===== config.mk =====
export PLATFORM = sky130hd
export DESIGN_NAME = button_conditioner_flat
export DESIGN_NICKNAME = d
export VERILOG_FILES = /design/src/rtl/button_conditioner_if.sv /design/src/rtl/button_conditioner.sv /design/src/flat_wrapper.sv
export SDC_FILE = /design/constraint.sdc
export NUM_CORES = 1
export LEC_CHECK = 0
export CORE_ASPECT_RATIO = 0.75
export CORE_UTILIZATION = 45
export DETAILED_ROUTE_END_ITERATION = 12
export GPL_ROUTABILITY_DRIVEN = 0
export PLACE_DENSITY = 0.83
export SYNTH_ARGS = -nofsm -noshare
export SYNTH_HDL_FRONTEND = slang
export SYNTH_SLANG_ARGS = --single-unit

===== constraint.sdc =====
create_clock -name clk -period 1.5 [get_ports clk]
set_input_delay 0.225 -clock clk [delete_from_list [all_inputs] [get_ports clk]]
set_output_delay 0.225 -clock clk [all_outputs]
set_load 0.02 [all_outputs]

===== src/rtl/button_conditioner_if.sv =====
// Signal bundle between a raw button input and its conditioned outputs.
// The DUT uses the slave modport and the environment uses the master modport.
interface button_conditioner_if;
  // There is no valid/ready handshake on this bundle. The rise and fall
  // signals act as single-cycle event qualifiers: each is high for exactly one
  // clock when the debounced level changes. The level, q and press_count
  // signals are registered and hold steady between those events.
  logic       d;
  logic       level;
  logic       rise;
  logic       fall;
  logic       q;
  logic [7:0] press_count;
  logic [1:0] dbg_state;

  modport master (
    output d,
    input  level, rise, fall, q, press_count, dbg_state
  );

  modport slave (
    input  d,
    output level, rise, fall, q, press_count, dbg_state
  );
endinterface


===== src/rtl/button_conditioner.sv =====
// Synchronizes and debounces a raw button input. It produces a clean level,
// one-cycle edge pulses, a toggle output and an 8-bit press counter.
module button_conditioner #(
  parameter int SYNC_STAGES     = 2,
  parameter int DEBOUNCE_CYCLES = 4
) (
  input  logic                 clk,
  input  logic                 reset,
  button_conditioner_if.slave  bus
);

  typedef enum logic [1:0] {
    STABLE_LOW  = 2'd0,
    WAIT_HIGH   = 2'd1,
    STABLE_HIGH = 2'd2,
    WAIT_LOW    = 2'd3
  } state_t;

  localparam logic [7:0] CNT_LAST = 8'(DEBOUNCE_CYCLES - 1);

  if (SYNC_STAGES < 2) begin : g_bad_sync
    $error("button_conditioner: SYNC_STAGES must be >= 2");
  end
  if (DEBOUNCE_CYCLES < 1 || DEBOUNCE_CYCLES > 255) begin : g_bad_debounce
    $error("button_conditioner: DEBOUNCE_CYCLES must be 1..255");
  end

  logic [SYNC_STAGES-1:0] r_sync;
  state_t                 r_state;
  logic [7:0]             r_cnt;
  logic                   r_level;
  logic                   r_rise;
  logic                   r_fall;
  logic                   r_q;
  logic [7:0]             r_press_count;

  state_t                 w_state_next;
  logic [7:0]             w_cnt_next;
  logic                   w_rise_next;
  logic                   w_fall_next;
  logic                   w_level_next;
  logic                   w_s;

  // Only the last synchronizer stage is safe to use in downstream logic.
  assign w_s = r_sync[SYNC_STAGES-1];

  always_ff @(posedge clk or negedge reset) begin
    if (!reset) begin
      r_sync <= '0;
    end else begin
      r_sync <= {r_sync[SYNC_STAGES-2:0], bus.d};
    end
  end

  always_ff @(posedge clk or negedge reset) begin
    if (!reset) begin
      r_state <= STABLE_LOW;
      r_cnt   <= 8'd0;
    end else begin
      r_state <= w_state_next;
      r_cnt   <= w_cnt_next;
    end
  end

  always_comb begin
    w_state_next = r_state;
    w_cnt_next   = 8'd0;
    w_rise_next  = 1'b0;
    w_fall_next  = 1'b0;
    unique case (r_state)
      STABLE_LOW: begin
        if (w_s) begin
          if (DEBOUNCE_CYCLES == 1) begin
            w_state_next = STABLE_HIGH;
            w_rise_next  = 1'b1;
          end else begin
            w_state_next = WAIT_HIGH;
            w_cnt_next   = 8'd1;
          end
        end
      end
      WAIT_HIGH: begin
        if (!w_s) begin
          w_state_next = STABLE_LOW;
        end else if (r_cnt == CNT_LAST) begin
          w_state_next = STABLE_HIGH;
          w_rise_next  = 1'b1;
        end else begin
          w_cnt_next = r_cnt + 8'd1;
        end
      end
      STABLE_HIGH: begin
        if (!w_s) begin
          if (DEBOUNCE_CYCLES == 1) begin
            w_state_next = STABLE_LOW;
            w_fall_next  = 1'b1;
          end else begin
            w_state_next = WAIT_LOW;
            w_cnt_next   = 8'd1;
          end
        end
      end
      WAIT_LOW: begin
        if (w_s) begin
          w_state_next = STABLE_HIGH;
        end else if (r_cnt == CNT_LAST) begin
          w_state_next = STABLE_LOW;
          w_fall_next  = 1'b1;
        end else begin
          w_cnt_next = r_cnt + 8'd1;
        end
      end
      default: begin
        w_state_next = STABLE_LOW;
      end
    endcase
  end

  // The level follows the next state, so it changes on the same edge that
  // the FSM commits to a new stable value.
  assign w_level_next = (w_state_next == STABLE_HIGH) || (w_state_next == WAIT_LOW);

  always_ff @(posedge clk or negedge reset) begin
    if (!reset) begin
      r_level       <= 1'b0;
      r_rise        <= 1'b0;
      r_fall        <= 1'b0;
      r_q           <= 1'b0;
      r_press_count <= 8'd0;
    end else begin
      r_level <= w_level_next;
      r_rise  <= w_rise_next;
      r_fall  <= w_fall_next;
      if (w_rise_next) begin
        r_q           <= ~r_q;
        r_press_count <= r_press_count + 8'd1;
      end
    end
  end

  assign bus.level       = r_level;
  assign bus.rise        = r_rise;
  assign bus.fall        = r_fall;
  assign bus.q           = r_q;
  assign bus.press_count = r_press_count;
  assign bus.dbg_state   = r_state;

endmodule

===== src/flat_wrapper.sv =====
// flat-port wrapper written by rule: the top's interface ports become plain ports
module button_conditioner_flat 
#(
  parameter int SYNC_STAGES     = 2,
  parameter int DEBOUNCE_CYCLES = 4
)
  (clk, reset, bus_d, bus_level, bus_rise, bus_fall, bus_q, bus_press_count, bus_dbg_state);
  button_conditioner_if bus_i ();
  input  logic clk;
  input  logic reset;
  input wire logic [$bits(bus_i.d)-1:0] bus_d;
  output wire logic [$bits(bus_i.level)-1:0] bus_level;
  output wire logic [$bits(bus_i.rise)-1:0] bus_rise;
  output wire logic [$bits(bus_i.fall)-1:0] bus_fall;
  output wire logic [$bits(bus_i.q)-1:0] bus_q;
  output wire logic [$bits(bus_i.press_count)-1:0] bus_press_count;
  output wire logic [$bits(bus_i.dbg_state)-1:0] bus_dbg_state;
  assign bus_i.d = bus_d;
  assign bus_level = bus_i.level;
  assign bus_rise = bus_i.rise;
  assign bus_fall = bus_i.fall;
  assign bus_q = bus_i.q;
  assign bus_press_count = bus_i.press_count;
  assign bus_dbg_state = bus_i.dbg_state;
  button_conditioner #(.SYNC_STAGES(SYNC_STAGES), .DEBOUNCE_CYCLES(DEBOUNCE_CYCLES)) u_core (.clk(clk), .reset(reset), .bus(bus_i));
endmodule

# [Word-level counts from Yosys, hierarchy flattened]
# Cells that the tools add are included.
[op_classes] add_sub_neg=2 n_eq_ne=6 muxes=18 bitwise=1 reduce_logical=2
[ops] operator="$pmux W8 S4" n=1
[ops] operator="$mux W8" n=3
[ops] operator="$add A8 B1 Y8 const B" n=2
[ops] operator="$mux W2" n=6
[ops] operator="$eq A2 B2 Y1 const B" n=4
[ops] operator="$eq A8 B2 Y1 const B" n=1
[ops] operator="$pmux W2 S4" n=1
[ops] operator="$mux W1" n=7
[ops] operator="$eq A2 B1 Y1 const B" n=1
[ops] operator="$logic_not A2 Y1" n=1
[ops] operator="$logic_or A1 B1 Y1" n=1
[ops] operator="$not A1 Y1" n=1
[word_totals] ff_bits=24 in_bits=3 output_inout_bits=14 word_cells=37

# [Depth between registers and ports, before layout]
[depth] word_depth=6 mapped_depth=6 mapped_depth_nobuf=5

# [Least setup slack after synthesis]
# Ideal clock, no wire load.
[synth_timing] kind="register -> register" startpoint="reg u_core.r_cnt[0]" endpoint="reg u_core.r_press_count[1] (netlist: u_core.bus.press_count[1])" setup_time_ns=0.125 arrival_time_ns=1.483 t_required_ns=1.375 setup_slack_ns=-0.108 stages_incl_launch_ff=6 n_path_buf=1 synth_period_minus_slack_ns=1.608 cell_sequence="dfrtp_1 -> ha_1 -> nor3b_1 -> and4bb_1 -> buf_6 -> mux2_2"
[synth_via] elab_chain_len=4
[synth_lines] item="start, declared" line="button_conditioner.sv:30" text="logic [7:0] r_cnt;"
[synth_lines] item="start signal, assigned" line="button_conditioner.sv:61" text="r_cnt <= w_cnt_next;"
[synth_lines] item="$eq A8 B2 Y1" line="button_conditioner.sv:85" text="end else if (r_cnt == CNT_LAST) begin"
[synth_lines] item="$mux W1" line="button_conditioner.sv:85"
[synth_lines] item="$mux W1" line="button_conditioner.sv:83" text="if (!w_s) begin"
[synth_lines] item="$mux W1" line="button_conditioner.sv:70" text="unique case (r_state)"
[synth_lines] item="end signal, assigned" line="button_conditioner.sv:136" text="r_press_count <= r_press_count + 8'd1;"
[synth_lines] item="end, declared" line="button_conditioner.sv:35" text="logic [7:0] r_press_count;"
# No other way between the ends.
# A chain may end at the register's enable or synchronous reset.

# [Worst setup path after layout]
[layout_timing] startpoint="reg u_core.r_cnt[0]" endpoint="reg u_core.r_press_count[7] (netlist: u_core.bus.press_count[7])"
# Same word-level chain as after synthesis.

==> summary.txt <==
sequential share of power: 48.8%
most common cell after layout, fill and taps aside: dfrtp_1
DR DRC count: 0
sequential area share after synthesis: 59.41%
Mapped Cells: 81
Net Sw Frac: 31.79%
fmax: 650.4 MHz
violated checks: negative setup slack
critical path's largest stage delay: 410 ps
cell row count: 14
setup ws final: -37.53 ps
gr usage total: 18.41%
Worst path slowest cell: dfrtp_1
P_sw: 0.0005457 W
pwr/cell area: 1261 nW/um^2
DR vias: 694
TritonCTS buffer count: 3
placed cells: 131
Port Buf Inserts: 16
drt pass-1 iters: 4
Die H: 43.05 microns
critical-path cell list: ha_4 > nor3b_4 > and4bb_2 > nand4_1 > xnor2_1
DR vias/cell: 5.066
Area Overhead vs Synth: 34.65%
Layout Utilization: 65.86%
crit-path max FO: 8
clk root buf: clkbuf_4
Final Net Count: 119
first-pass GRT wire length: 3.270 mm
Power, Total: 0.001717 W
Sink Count: 24
Routed WL: 1.838 mm
Pint: 0.001171 W
finished layout cell area: 1361 sq um
diode count: 0
layout cells sized above 1: 23.89%
post-synth design cell area: 1011 sq um
Worst Tran Pin Value: 300.1 ps
Clk network pwr share: 18.9%
I/O pin count: 17
Setup TNS: -94.57 ps
outcome: finished, violations left
core area: 2067 sq um
Post-Syn Nets: 86
most frequent cells in the layout: dfrtp_1, buf_4, dlygate4sd2_1
pin count of the biggest net entering global routing: 25
Setup CP Type: reg2reg
Initial Util: 48.91%
Die ar.: 2442 sq um
Placed Area: 1295 sq um
vias in the first global route: 717
Leak: 0.7192 nW
Crit. End Element: flip-flop
Clock Path Buffers: 2
Period Utilization, post-route: 102.5%
Syn Area/Cell: 12.48 sq um
setup violators final: 4
H-tree depth: 1
Worst Path Required: 1700 ps
Comb power frac: 32.4%
Peak VDD IR: 0.6935 mV
clock-pin transition on the worst setup and hold timing paths: 120 ps
hold violation count in the final report: 0
normalized max-slew margin: 80.00%
Yosys Warn Count: 0
RSZ-0062 raised after global routing: yes
hpwl dp: 1.377 mm
Initial DRC Count: 4
Synth cell types: 19
CTS tree: done
fin crit period: 1538 ps
Final Max Slew Viols: 0
DRT antenna net count: 0
CP Launch Type: flip-flop
initial antenna violation count: 0
Worst EP arrival: 1730 ps
Max Cap Violations: 0
clock insertion delay at the later pin of the skew report: 300 ps
final clock skew: 6.557 ps
Synth Register Bits: 24
GRT Residual Overflow: 0
non-filler cells, final: 137
drt wl/cell: 13.42 microns
Die X: 56.73 microns
Hold WC Path Type: in2async
-- cell usage after synthesis --
cell	count	area [sq um]
nor4_2	1	12.51
and4bb_1	1	12.51
mux2_2	3	33.78
xnor2_1	7	61.31
a21boi_0	1	7.510
nand3_1	7	35.03
and3_1	4	25.02
ha_1	2	25.02
and2_1	2	12.51
xor2_1	8	70.07
dfrtp_1	24	600.6
or2b_1	1	7.510
nor3b_1	2	15.01
buf_6	1	11.26
nor2_1	8	30.03
nand4_1	5	31.28
inv_1	1	3.750
nand2_1	2	7.510
and4_1	1	8.760
-- power by group through the flow --
stage               Clock [W]  Combinational, W  Sequential (W)
floorplan                   0          0.000188        0.000939
global placement            0          0.000550        0.000846
detailed placement          0          0.000570        0.000851
CTS                  0.000342          0.000559        0.000837
global route         0.000364          0.000615        0.000852
finish               0.000324          0.000556        0.000837
-- final timing paths --
path / endpoint / start / cells after the start / slack (ps)
worst max-delay path: u_core.bus.press_count[7]$_DFFE_PN0P_ / u_core.r_cnt[0]$_DFF_PN0_ / 5 / -40
max in group asynchronous: u_core.bus.dbg_state[1]$_DFF_PN0_ / reset / 2 / 990
min in group clk: u_core.r_sync[0]$_DFF_PN0_ / bus_d / 1 / 340
worst min register to register: u_core.r_sync[1]$_DFF_PN0_ / u_core.r_sync[0]$_DFF_PN0_ / 0 / 370
worst min-delay path: u_core.r_cnt[0]$_DFF_PN0_ / reset / 2 / 260
worst max register to register: u_core.bus.press_count[7]$_DFFE_PN0P_ / u_core.r_cnt[0]$_DFF_PN0_ / 5 / -40
-- flip-flops by register name, indices dropped and copies added (netlist names) --
name                    count
u_core.bus.dbg_state        2
u_core.bus.q                1
u_core.bus.rise             1
u_core.bus.level            1
u_core.bus.press_count      8
u_core.bus.fall             1
u_core.r_cnt                8
u_core.r_sync               2
-- routing by layer --
| layer | part of all wire (%) | global-route usage, % |
|---|---|---|
| met1 | 48 | 25.05 |
| met2 | 48 | 27.86 |
| met3 | 2.1 | 4.878 |
| met4 | 1.5 | 8.293 |
| met5 | 0 | 0 |
-- worst max-delay path, delay by kind of cell (launching register included) --
family | cells | cell delay (ps)
flops | 1 | 410
xor+xnor | 1 | 160
fa+ha+maj | 1 | 150
simple gates | 3 | 700
-- final cells by class --
| type | count | area, sq um |
|---|---|---|
| Inverter | 1 | 3.754 |
| Sequential cell | 24 | 601.8 |
| Multi-Input combinational cell | 55 | 434.2 |
| Tap cell | 24 | 30.03 |
| Timing Repair Buffer | 29 | 255.2 |
| Clock buffer | 4 | 36.28 |
| Fill cell | 171 | 705.7 |
-- stage by stage --
step           hold slack [ps]  setup WS, ps
6_report                 262.0        -37.53
5_1_grt                  272.4        -132.7
4_1_cts                  257.3        -52.79
3_5_place_dp             341.6        -91.98
3_3_place_gp             337.2        -15.42
2_1_floorplan           -70.59         11.09
-- kinds of logic after synthesis --
logic type,Yosys count,share of synthesized area [%]
multiplexers,3,3.341
adder cells (fa/ha/maj),2,2.475
buffers and inverters,2,1.485
AND/OR/NAND/NOR,34,19.55
XOR/XNOR,15,13.00
flip-flops,24,59.41
AO/OA/AOI/OAI,1,0.7429
-- repair_timing --
item,4_1_cts,5_1_grt
hold buffers,0,0
buffers inserted,2,0
endpoints found under the setup margin,23,16
gates resized for setup,15,5
pin swaps,7,5
Power figures use the tool's default switching activity.
